## config.mk

```make
export PLATFORM = sky130hd
export DESIGN_NAME = collision_hp_tracker
export DESIGN_NICKNAME = d
export VERILOG_FILES = /design/src/rtl/collision_hp_tracker.sv
export SDC_FILE = /design/constraint.sdc
export NUM_CORES = 1
export LEC_CHECK = 0
export CAP_MARGIN = 25
export CELL_PAD_IN_SITES_DETAIL_PLACEMENT = 2
export CELL_PAD_IN_SITES_GLOBAL_PLACEMENT = 2
export CORE_ASPECT_RATIO = 1.2
export CORE_MARGIN = 3
export CORE_UTILIZATION = 30
export DETAILED_ROUTE_END_ITERATION = 8
export PLACE_DENSITY = 0.94
export SYNTH_ARGS = -nofsm -noshare
export SYNTH_HDL_FRONTEND = slang
export SYNTH_SLANG_ARGS = --single-unit
```

## constraint.sdc

```tcl
create_clock -name CLOCK_50 -period 5.2 [get_ports CLOCK_50]
set_input_delay 1.04 -clock CLOCK_50 [delete_from_list [all_inputs] [get_ports CLOCK_50]]
set_output_delay 1.04 -clock CLOCK_50 [all_outputs]
set_load 0.005 [all_outputs]
```

## src/rtl/collision_hp_tracker.sv

```systemverilog
// Player/bone collision detector with HP, invulnerability frames and game-over tracking.
// Optional macro HP_REGEN_EN adds slow HP regeneration while ALIVE.
module collision_hp_tracker #(
  parameter int unsigned MAX_HP       = 20,
  parameter int unsigned DAMAGE       = 4,
  parameter int unsigned INV_FRAMES   = 30,
  parameter int unsigned PLAYER_W     = 8,
  parameter int unsigned PLAYER_H     = 8,
  parameter int unsigned REGEN_FRAMES = 60
) (
  input  logic       CLOCK_50,
  input  logic       reset,
  input  logic       enable,
  input  logic       frame_tick,
  input  logic [7:0] player_x,
  input  logic [6:0] player_y,
  input  logic [7:0] bullet_x,
  input  logic [6:0] bullet_y,
  input  logic       bullet_active,
  output logic       player_collision,
  output logic [6:0] hp,
  output logic       invuln,
  output logic       game_over,
  output logic [7:0] hit_count
);

  localparam int unsigned InvW    = $clog2(INV_FRAMES + 1);
  localparam logic [InvW-1:0] InvLoad = InvW'(INV_FRAMES);
  localparam logic [6:0] HpMax  = 7'(MAX_HP);
  localparam logic [6:0] HpDmg  = 7'(DAMAGE);
  localparam logic [8:0] PlayW  = 9'(PLAYER_W);
  localparam logic [7:0] PlayH  = 8'(PLAYER_H);
  localparam logic [8:0] BoneW  = 9'd8;
  localparam logic [7:0] BoneH  = 8'd4;

  typedef enum logic [1:0] {StAlive, StInvuln, StDead} state_e;

  state_e          state_q;
  logic            overlap_q;
  logic [InvW-1:0] inv_cnt_q;

  // Widened operands so box right/bottom edges never wrap.
  logic [8:0] px9, bx9;
  logic [7:0] py8, by8;
  logic       overlap_d;

  assign px9 = {1'b0, player_x};
  assign bx9 = {1'b0, bullet_x};
  assign py8 = {1'b0, player_y};
  assign by8 = {1'b0, bullet_y};

  assign overlap_d = enable & bullet_active &
                     (px9 < bx9 + BoneW) & (bx9 < px9 + PlayW) &
                     (py8 < by8 + BoneH) & (by8 < py8 + PlayH);

  always_ff @(posedge CLOCK_50) begin
    if (reset) overlap_q <= 1'b0;
    else       overlap_q <= overlap_d;
  end

`ifdef HP_REGEN_EN
  localparam int unsigned RegenW = $clog2(REGEN_FRAMES + 1);
  localparam logic [RegenW-1:0] RegenLast = RegenW'(REGEN_FRAMES - 1);
  logic [RegenW-1:0] regen_q;
`endif

  always_ff @(posedge CLOCK_50) begin
    if (reset) begin
      state_q          <= StAlive;
      hp               <= HpMax;
      inv_cnt_q        <= '0;
      hit_count        <= 8'd0;
      player_collision <= 1'b0;
      invuln           <= 1'b0;
      game_over        <= 1'b0;
`ifdef HP_REGEN_EN
      regen_q          <= '0;
`endif
    end else if (!enable) begin
      player_collision <= 1'b0;
    end else begin
      player_collision <= 1'b0;
      case (state_q)
        StAlive: begin
          if (overlap_q) begin
            player_collision <= 1'b1;
            if (hit_count != 8'hFF) hit_count <= hit_count + 8'd1;
`ifdef HP_REGEN_EN
            regen_q <= '0;
`endif
            if (hp <= HpDmg) begin
              hp        <= 7'd0;
              state_q   <= StDead;
              game_over <= 1'b1;
            end else begin
              hp        <= hp - HpDmg;
              inv_cnt_q <= InvLoad;
              state_q   <= StInvuln;
              invuln    <= 1'b1;
            end
          end
`ifdef HP_REGEN_EN
          else if (frame_tick) begin
            if (regen_q == RegenLast) begin
              regen_q <= '0;
              if (hp < HpMax) hp <= hp + 7'd1;
            end else begin
              regen_q <= regen_q + 1'b1;
            end
          end
`endif
        end
        StInvuln: begin
`ifdef HP_REGEN_EN
          regen_q <= '0;
`endif
          if (frame_tick) begin
            if (inv_cnt_q == InvW'(1)) begin
              inv_cnt_q <= '0;
              state_q   <= StAlive;
              invuln    <= 1'b0;
            end else begin
              inv_cnt_q <= inv_cnt_q - 1'b1;
            end
          end
        end
        StDead: begin
          hp <= 7'd0;
`ifdef HP_REGEN_EN
          regen_q <= '0;
`endif
        end
        default: begin
          state_q   <= StAlive;
          invuln    <= 1'b0;
          game_over <= 1'b0;
        end
      endcase
    end
  end

endmodule

```

==> results_dict.tcl <==
set metrics [dict create \
    antenna_found_initial 0 \
    drc 0 \
    grt_max_degree 25 \
    die_y_microns 96.6 \
    core_sq_um 6530 \
    r2r_start "inv_cnt_q[0]$_SDFFE_PP0P_" \
    clkSlewWorstSetupHoldPaths_ns 0.09 \
    cts_tree "yes" \
    p_clk_frac 0.351 \
    status "completed" \
    crit_type "in -> reg" \
    nets 375 \
    path_cells "clkdlybuf4s50_1 -> inv_1 -> ha_1 -> a21o_1 -> a2111oi_0 -> nor3_1 -> or4_1 -> nor4_2" \
    via_per_inst 5.19 \
    cts_sinks 24 \
    synth-edff-count 0 \
    row_count 32 \
    swShare 0.266 \
    min_period_ns 3.09 \
    max_freq_mhz 323 \
    hold_start "state_q[0]$_SDFFE_PP0P_" \
    die_area_sq_um 7870 \
    clock_path_buffers 2 \
    cp_slowest_cell "a2111oi_0" \
    regArea_sq_um 480 \
    place.gp.congestion 0.837 \
    drtIter0Drc 78 \
    min_period_over_period 0.595 \
    cts_resized 0 \
    slew_violations 0 \
    rsz0062_at_grt "false" \
    initial_utilization 0.314 \
    dp_hpwl_microns 5570 \
    crit_family "simple AND/OR/NAND/NOR gates" \
    clock_skew_ns 0.00633 \
    critical_path_required_ns 5.39 \
    p_leak_nw 1.10 \
    n_antenna_cell 0 \
    io_buffers 50 \
    nFillCells 753 \
    worstMarginPinSlew_ns 0.546 \
    finalSetupViolCount 0 \
    firstDrtPassIters 4 \
    worstSetupEndpointType "flop" \
    start_kind "input port" \
    grt_pass1_vias 2288 \
    cap_violations 0 \
    final_antenna_net_count 0 \
    p_sw_mw 0.127 \
    avgRoutedWirePerCell_microns 17.3 \
    routed_wirelength_microns 6690 \
    root_buffer "clkbuf_8" \
    total_power_mw 0.476 \
    multi_input_area_sq_um 1470 \
    cts_setup_buffers 0 \
    final_hold_viol_count 0 \
    cts_max_level 1 \
    power_frac_comb 0.257 \
    path_max_fanout 2 \
    yosysSeqAreaShare 0.234 \
    post_route_cells_drive_above_1_share 0.0464 \
    startpoint "player_x[1]" \
    ctsHoldBuffers 0 \
    synthCells 251 \
    worstSkewPairLatency_ns 0.27 \
    grt_pass1_wl_microns 10900 \
    synth_ff_type "dfxtp_1" \
    grt_usage 0.178 \
    syn_area_sq_um 2050 \
    arrival_ns 3.28 \
    cpPeakStageDelay_ns 0.51 \
    die_w_microns 81.5 \
    synth.distinct_cells 44 \
    syn_to_final_growth_pct 32.3 \
    numCtsBuffers 3 \
    p_per_area_nw_per_um2 175 \
    hold_path.class "reg -> reg" \
    pwr-share-seq 0.392 \
    fin_setup_tns_ns 0 \
    max-slew-margin-rel 0.634 \
    yosysWarnings 0 \
    path_buf_inv 2 \
    irDropWorstVdd_mv 0.107 \
    pin_count 53 \
    avgSynthCellArea_sq_um 8.17 \
    p_int_mw 0.349 \
    utilization 0.416 \
    num_vias 2007 \
    async_reset_ff_frac 0 \
    grt-ovfl-total 0 \
    ys_ff_latch 24 \
]
## cell usage in the layout, fill, tap and decap left out, types with 7 or more instances in the layout
cell type,count
xor2_1,12
nand3_1,20
dfxtp_1,24
nor2_1,19
nand2_1,17
nor3_1,7
o21ai_0,7
inv_1,20
ha_1,37
clkdlybuf4s50_1,50
a21oi_1,19
## routing by layer
layer,share of wire,track usage
met3,0.025,0.0195
met1,0.39,0.184
met5,0,0
met2,0.57,0.367
met4,0.020,0.0507
## metrics by stage
step	worst slack (ns)	instance area [sq um]	cells	hold WS, ns
2_1_floorplan	2.58	2050	252	0.449
3_3_place_gp	1.94	2640	383	0.461
3_5_place_dp	1.82	2640	383	0.475
4_1_cts	2.10	2710	387	0.487
5_1_grt	1.82	2710	387	0.513
6_report	2.11	2710	387	0.488
## power groups by stage
stage,Sequential [mW],Combinational [mW],Clock (mW)
final,0.186,0.122,0.167
after global placement,0.191,0.113,0
after detailed placement,0.191,0.123,0
after CTS,0.186,0.124,0.173
after global routing,0.187,0.137,0.179
after floorplan,0.190,0.0637,0
## final timing paths
kind / slack (ns) / end / cells past startpoint
worst max register to register: 3.11 / invuln$_SDFFE_PP0P_ / 7
worst min register to register: 0.49 / state_q[0]$_SDFFE_PP0P_ / 2
worst max-delay path: 2.11 / overlap_q$_SDFF_PP0_ / 8
worst min-delay path: 0.49 / state_q[0]$_SDFFE_PP0P_ / 2
## sequential cells by signal, indices dropped and copies added (netlist names)
signal,count
hp,5
player_collision,1
hit_count,8
state_q,2
inv_cnt_q,5
game_over,1
invuln,1
overlap_q,1
## cell families after synthesis
kind of cell    Yosys count  synth area share
simple gates             88             0.218
compound gates           55             0.178
fa+ha+maj                37             0.226
buf+inv                  25            0.0494
flops                    24             0.234
xor+xnor                 18            0.0769
mux                       3            0.0159
other cells               1           0.00183
## Yosys cell counts, drive strengths merged, types with 2 or more instances
cell type   n  area, sq um
a21oi      19         95.1
nor4        2         25.0
o211ai      2         15.0
inv        20         75.1
xnor2       6         52.6
buf         2         15.0
clkbuf      3         11.3
xor2       12          105
and3        2         12.5
or4         2         15.0
a21o        4         30.0
ha         37          463
dfxtp      24          480
a211oi      5         37.5
nand2      17         63.8
nor2       19         71.3
a22oi       2         15.0
nand4       2         12.5
a2111oi     3         32.5
and2        3         18.8
nand3      20          100
mux2        2         22.5
o21ai       7         35.0
a31oi       2         12.5
o21a        3         22.5
or2         2         12.5
nand2b      6         37.5
nor2b       2         12.5
nor3        7         35.0
## worst register-to-register path, cell delays in order (launching register included)
cell and delay [ns]:
dfxtp_1 0.39, ha_1 0.19, nor2b_1 0.20, nand2b_1 0.11
o21a_1 0.22, nor4_2 0.45, a21oi_1 0.18, a211oi_1 0.27
## layout make-up
class | instances | share of cell area
flip-flops and latches | 24 | 0.177
repair buffers | 51 | 0.187
inverters | 20 | 0.0277
multi-input cells | 203 | 0.543
well taps | 85 | 0.0392
clock buffers | 3 | 0.0152
clock inverters | 1 | 0.0111
Note: power is estimated with default switching activity, not from simulation.
